[config.mk]
export PLATFORM = sky130hd
export DESIGN_NAME = debug_display
export DESIGN_NICKNAME = d
export VERILOG_FILES = /design/src/rtl/debug_display.sv
export SDC_FILE = /design/constraint.sdc
export NUM_CORES = 1
export LEC_CHECK = 0
export ABC_AREA = 0
export CAP_MARGIN = 20
export CELL_PAD_IN_SITES_DETAIL_PLACEMENT = 0
export CELL_PAD_IN_SITES_GLOBAL_PLACEMENT = 1
export CORE_MARGIN = 2
export CORE_UTILIZATION = 35
export CTS_CLUSTER_DIAMETER = 40
export CTS_CLUSTER_SIZE = 25
export DETAILED_ROUTE_END_ITERATION = 12
export MAX_ROUTING_LAYER = met4
export PLACE_DENSITY = 0.75
export SYNTH_ARGS = -nofsm -noshare
export SYNTH_HDL_FRONTEND = slang
export SYNTH_SLANG_ARGS = --single-unit
[constraint.sdc]
create_clock -name clk -period 2.5 [get_ports clk]
set_input_delay 0.5 -clock clk [delete_from_list [all_inputs] [get_ports clk]]
set_output_delay 0.5 -clock clk [all_outputs]
set_load 0.02 [all_outputs]
[src/rtl/debug_display.sv]
// debug_display: shows one of four debug views of the MIPS core (pc, data,
// state, or pc/data low halves) as 8 hex digits on a multiplexed active-low
// seven-segment display. A raw push button is synchronised, debounced and
// used to step through the views.
// Optional build macro: LEADING_ZERO_BLANK_EN blanks leading zero digits in
// views 0-2 (digit 0 is always shown, view 3 is never blanked).
module debug_display #(
    parameter int REFRESH_DIV     = 50000,
    parameter int DEBOUNCE_CYCLES = 1000000
) (
    input  logic        clk,
    input  logic        rst,
    input  logic [3:0]  state,
    input  logic [31:0] pc,
    input  logic [31:0] data,
    input  logic        btn_next,
    output logic [7:0]  an,
    output logic [6:0]  seg,
    output logic        dp,
    output logic [1:0]  view
);

    localparam int DIV_W = (REFRESH_DIV > 1) ? $clog2(REFRESH_DIV) : 1;
    localparam int DB_W  = $clog2(DEBOUNCE_CYCLES + 1);
    localparam logic [DIV_W-1:0] DIV_LAST = DIV_W'(REFRESH_DIV - 1);
    localparam logic [DB_W-1:0]  DB_LAST  = DB_W'(DEBOUNCE_CYCLES - 1);

    // Hex nibble to active-low {g,f,e,d,c,b,a} segment pattern.
    function automatic logic [6:0] hex7(input logic [3:0] nib);
        logic [6:0] s;
        case (nib)
            4'h0:    s = 7'h40;
            4'h1:    s = 7'h79;
            4'h2:    s = 7'h24;
            4'h3:    s = 7'h30;
            4'h4:    s = 7'h19;
            4'h5:    s = 7'h12;
            4'h6:    s = 7'h02;
            4'h7:    s = 7'h78;
            4'h8:    s = 7'h00;
            4'h9:    s = 7'h10;
            4'hA:    s = 7'h08;
            4'hB:    s = 7'h03;
            4'hC:    s = 7'h46;
            4'hD:    s = 7'h21;
            4'hE:    s = 7'h06;
            4'hF:    s = 7'h0E;
            default: s = 7'h7F;
        endcase
        return s;
    endfunction

    // 32-bit word selected by the view index.
    function automatic logic [31:0] view_value(input logic [1:0] v,
                                               input logic [31:0] pc_v,
                                               input logic [31:0] data_v,
                                               input logic [3:0]  state_v);
        logic [31:0] w;
        case (v)
            2'd0:    w = pc_v;
            2'd1:    w = data_v;
            2'd2:    w = {28'h0, state_v};
            2'd3:    w = {pc_v[15:0], data_v[15:0]};
            default: w = pc_v;
        endcase
        return w;
    endfunction

`ifdef LEADING_ZERO_BLANK_EN
    // Position of the most-significant non-zero nibble (0 when the word is 0).
    function automatic logic [2:0] top_nibble(input logic [31:0] w);
        logic [2:0] pos;
        pos = 3'd0;
        for (int i = 1; i < 8; i++) begin
            if (w[4*i +: 4] != 4'h0) begin
                pos = 3'(i);
            end
        end
        return pos;
    endfunction
`endif

    logic             sync1_q, sync2_q;
    logic [DB_W-1:0]  db_cnt_q, db_cnt_d;
    logic             stable_q, stable_d;
    logic             stable_prev_q;
    logic [1:0]       view_q, view_d;
    logic [DIV_W-1:0] div_q, div_d;
    logic [2:0]       idx_q, idx_d;
    logic [31:0]      snap_q, snap_d;
    logic [7:0]       an_q, an_d;
    logic [6:0]       seg_q, seg_d;
    logic             dp_q, dp_d;
    logic [3:0]       nib_s;
    logic             blank_s;

    // State register: synchroniser, debouncer, view, scan counters and outputs.
    always_ff @(posedge clk) begin
        if (rst) begin
            sync1_q       <= 1'b0;
            sync2_q       <= 1'b0;
            db_cnt_q      <= '0;
            stable_q      <= 1'b0;
            stable_prev_q <= 1'b0;
            view_q        <= 2'd0;
            div_q         <= '0;
            idx_q         <= 3'd0;
            snap_q        <= 32'h0;
            an_q          <= 8'hFF;
            seg_q         <= 7'h7F;
            dp_q          <= 1'b1;
        end else begin
            sync1_q       <= btn_next;
            sync2_q       <= sync1_q;
            db_cnt_q      <= db_cnt_d;
            stable_q      <= stable_d;
            stable_prev_q <= stable_q;
            view_q        <= view_d;
            div_q         <= div_d;
            idx_q         <= idx_d;
            snap_q        <= snap_d;
            an_q          <= an_d;
            seg_q         <= seg_d;
            dp_q          <= dp_d;
        end
    end

    // Next-state logic: debounce, view stepping, digit scan, snapshot and output decode.
    always_comb begin
        db_cnt_d = db_cnt_q;
        stable_d = stable_q;
        view_d   = view_q;
        div_d    = div_q;
        idx_d    = idx_q;
        snap_d   = snap_q;
        blank_s  = 1'b0;

        // The level is accepted only after DEBOUNCE_CYCLES consecutive mismatching cycles.
        if (sync2_q != stable_q) begin
            if (db_cnt_q == DB_LAST) begin
                stable_d = sync2_q;
                db_cnt_d = '0;
            end else begin
                db_cnt_d = db_cnt_q + DB_W'(1);
            end
        end else begin
            db_cnt_d = '0;
        end

        // Only the rising edge of the debounced level advances, so holding never repeats.
        if (stable_q && !stable_prev_q) begin
            view_d = view_q + 2'd1;
        end else begin
            view_d = view_q;
        end

        // Snapshot on the 7->0 digit wrap so a whole frame shows one coherent value.
        if (div_q == DIV_LAST) begin
            div_d = '0;
            idx_d = idx_q + 3'd1;
            if (idx_q == 3'd7) begin
                snap_d = view_value(view_q, pc, data, state);
            end else begin
                snap_d = snap_q;
            end
        end else begin
            div_d  = div_q + DIV_W'(1);
            idx_d  = idx_q;
            snap_d = snap_q;
        end

        nib_s = 4'(snap_q >> {idx_q, 2'b00});

`ifdef LEADING_ZERO_BLANK_EN
        blank_s = (view_q != 2'd3) && (idx_q > top_nibble(snap_q));
`else
        blank_s = 1'b0;
`endif

        if (blank_s) begin
            an_d  = 8'hFF;
            seg_d = 7'h7F;
        end else begin
            an_d  = ~(8'b1 << idx_q);
            seg_d = hex7(nib_s);
        end
        // The decimal point separates the pc and data halves in view 3.
        dp_d = ~((view_q == 2'd3) && (idx_q == 3'd4));
    end

    assign an   = an_q;
    assign seg  = seg_q;
    assign dp   = dp_q;
    assign view = view_q;

endmodule
==> flow_metrics.tcl <==
set metrics [dict create \
    status "completed" \
    finalHoldViolations 0 \
    antenna_found_initial 0 \
    avgSynthCellArea_um2 8.38 \
    ir_worst_vdd_mv 0.310 \
    critPathKind "flip-flop to flip-flop" \
    ant_nets 0 \
    fin_skew_ns 0.00557 \
    cts_root_buffer "clkbuf_16" \
    firstDrtPassIters 4 \
    synth_flop_cell "dfxtp_1" \
    drive_gt1_frac 0.0676 \
    power.share.sequential 0.478 \
    worstSetupStartpointType "flip-flop" \
    initial_utilization 0.357 \
    rrSetupSlack_ns 0.23 \
    drc 0 \
    synth-seq-cells 93 \
    power.leakage_nw 2.09 \
    cts_tree "yes" \
    fp.dieW_um 118 \
    areaGrowthSynthToFinish_pct 29.8 \
    pwr-share-clk 0.456 \
    clkSinkCount 93 \
    required_ns 2.70 \
    switching_share 0.197 \
    grt_pass1_wl_um 17800 \
    holdPathEnd "snap_q[25]" \
    fin_crit_ns 2.27 \
    first_global_vias 3632 \
    fin_nets 706 \
    min_from "snap_q[25]" \
    maxSlewHeadroom 0.538 \
    synth_edf_count 0 \
    grt_use_total 0.164 \
    worst_pin_slew_ns 0.691 \
    path_clk_slew_ns 0.06 \
    finalSetupViolCount 0 \
    fillers 1295 \
    cp_max_fo 6 \
    drv_cap 0 \
    wire_per_inst_um 13.7 \
    fmax_mhz 440 \
    cp.arrival_ns 2.48 \
    cts_buffer_depth 2 \
    p_int_w 0.00252 \
    rows 41 \
    io_buffers 88 \
    rr_startpoint "idx_q[0]" \
    ys_async_sr_fraction 0 \
    placed_cells_incl_taps 778 \
    die_y_um 118 \
    insertion_delay_ns 0.33 \
    yosys_warnings 0 \
    synth_area_mm2 0.00451 \
    die_area_mm2 0.0138 \
    place.gp.congestion 0.828 \
    synth_cells 538 \
    combPwrFrac 0.066 \
    yosysSeqAreaShare 0.413 \
    grt_setup_unrepaired "false" \
    vias 3808 \
    reg2reg_depth 10 \
    p_switching_w 0.000619 \
    final_cells 793 \
    gr-total-overflow 0 \
    hold_buffers 0 \
    wl_um 10900 \
    synthesis.nets 627 \
    drt-initial-drc-count 201 \
    grt_max_degree 56 \
    hold_path_depth 2 \
    power_density_mw_per_mm2 536 \
    synth_cell_types 50 \
    htreeDepth 3 \
    numCtsBuffers 9 \
    tns_ns 0 \
    fin_crit_sh 0.909 \
    critPathLaunch "idx_q[0]" \
    core_mm2 0.0126 \
    ioPinCount 89 \
    n_antenna_cell 0 \
    worstSetupEndpointType "flip-flop" \
    hold_class "flip-flop to flip-flop" \
    rr_endpoint "seg[3]" \
    viasPerCell 4.80 \
    hpwl_um 8250 \
    maxSlewViolCount 0 \
]
per-stage QoR:
step / setup slack [ns] / utilization / power (W) / hold slack (ns) / cell area, um2
after floorplan: 0.135 / - / 0.00159 / 0.414 / 4510
after global placement: 0.166 / 0.439 / 0.00174 / 0.440 / 5540
after detailed placement: 0.0818 / 0.439 / 0.00174 / 0.443 / 5540
after CTS: 0.0609 / 0.464 / 0.00318 / 0.451 / 5850
after global routing: 0.0445 / 0.464 / 0.00325 / 0.471 / 5850
final: 0.228 / 0.464 / 0.00314 / 0.448 / 5850
kinds of logic after synthesis:
kind of cell,count (synthesis),share of synthesized area
flip-flops,93,0.413
AND/OR/NAND/NOR,227,0.224
buffers and inverters,45,0.0444
multiplexers,17,0.0577
adder cells (fa/ha/maj),18,0.0499
AO/OA/AOI/OAI,102,0.142
XOR/XNOR,36,0.0699
critical path, cell delays in order, from the launching register on:
cell       delay (ns)
dfxtp_2          0.42
buf_4            0.16
mux4_2           0.50
nand2_1          0.08
and2_1           0.14
inv_1            0.07
ha_1             0.19
inv_1            0.07
nor3_1           0.06
a2111oi_0        0.41
a21oi_1          0.07
layer usage:
layer / track usage / part of all wire
met1: 0.221 / 0.51
met5: - / 0
met2: 0.250 / 0.43
met4: 0.0392 / 0.0094
met3: 0.0383 / 0.054
worst max-delay path by stage:
stage	endpoint	slack [ns]	depth (start not counted)
global route	seg[3]	0.04	10
floorplan	seg[3]	0.14	9
finish	seg[3]	0.23	10
global placement	seg[3]	0.17	10
detailed placement	seg[3]	0.08	10
CTS	seg[3]	0.06	10
sequential cells by signal, indices dropped and copies added, names as in the netlist:
name	flops
seg	7
db_cnt_q	20
sync1_q	1
stable_prev_q	1
snap_q	32
sync2_q	1
stable_q	1
dp	1
an	8
view	2
idx_q	3
div_q	16
final cells by class:
cell class              count  area [um2]  share of cell area
multi-input cells         400        2450               0.418
flip-flops and latches     93        1860               0.318
repair buffers             99         958               0.164
clock buffers              11         243              0.0415
well taps                 172         215              0.0368
clock inverters             4        72.6              0.0124
inverters                  14        52.6             0.00898
Yosys cell counts (all sizes together) (7+ instances only):
cell type,n,share of area
inv,14,0.012
buf,15,0.019
xnor2,18,0.035
ha,18,0.050
a22oi,21,0.035
nand2,109,0.091
o21ai,23,0.026
nand3,14,0.016
clkbuf,16,0.013
xor2,18,0.035
nand4,7,0.0097
mux2i,9,0.023
dfxtp,93,0.41
and3,7,0.0097
a21oi,37,0.041
nor2,60,0.051
a22o,11,0.021
power by group through the flow:
stage | combinational [W] | clock, W | sequential (W)
2_1_floorplan | 0.0000541 | 0 | 0.00154
3_3_place_gp | 0.000207 | 0 | 0.00153
3_5_place_dp | 0.000208 | 0 | 0.00153
4_1_cts | 0.000208 | 0.00147 | 0.00150
5_1_grt | 0.000222 | 0.00153 | 0.00150
6_report | 0.000207 | 0.00143 | 0.00150
layout by cell type, fill, tap and decap left out, types with 7 or more instances in the layout:
cell	count
buf_4	11
a22oi_1	21
clkbuf_16	9
nand3_1	14
mux2i_1	8
nand2_1	108
nand4_1	7
clkdlybuf4s50_1	87
xor2_1	18
inv_1	12
xnor2_1	18
nor2_1	58
ha_1	18
and3_1	7
a21oi_1	37
o21ai_0	22
a22o_1	11
dfxtp_1	92
repair_timing:
| item | CTS | global route |
|---|---|---|
| endpoints found under the hold margin | 0 | 0 |
| resized for setup | 0 | 1 |
| setup endpoints to repair | 0 | 2 |
| setup buffers | 0 | 0 |
No activity file was read; power rests on OpenSTA's default activity.
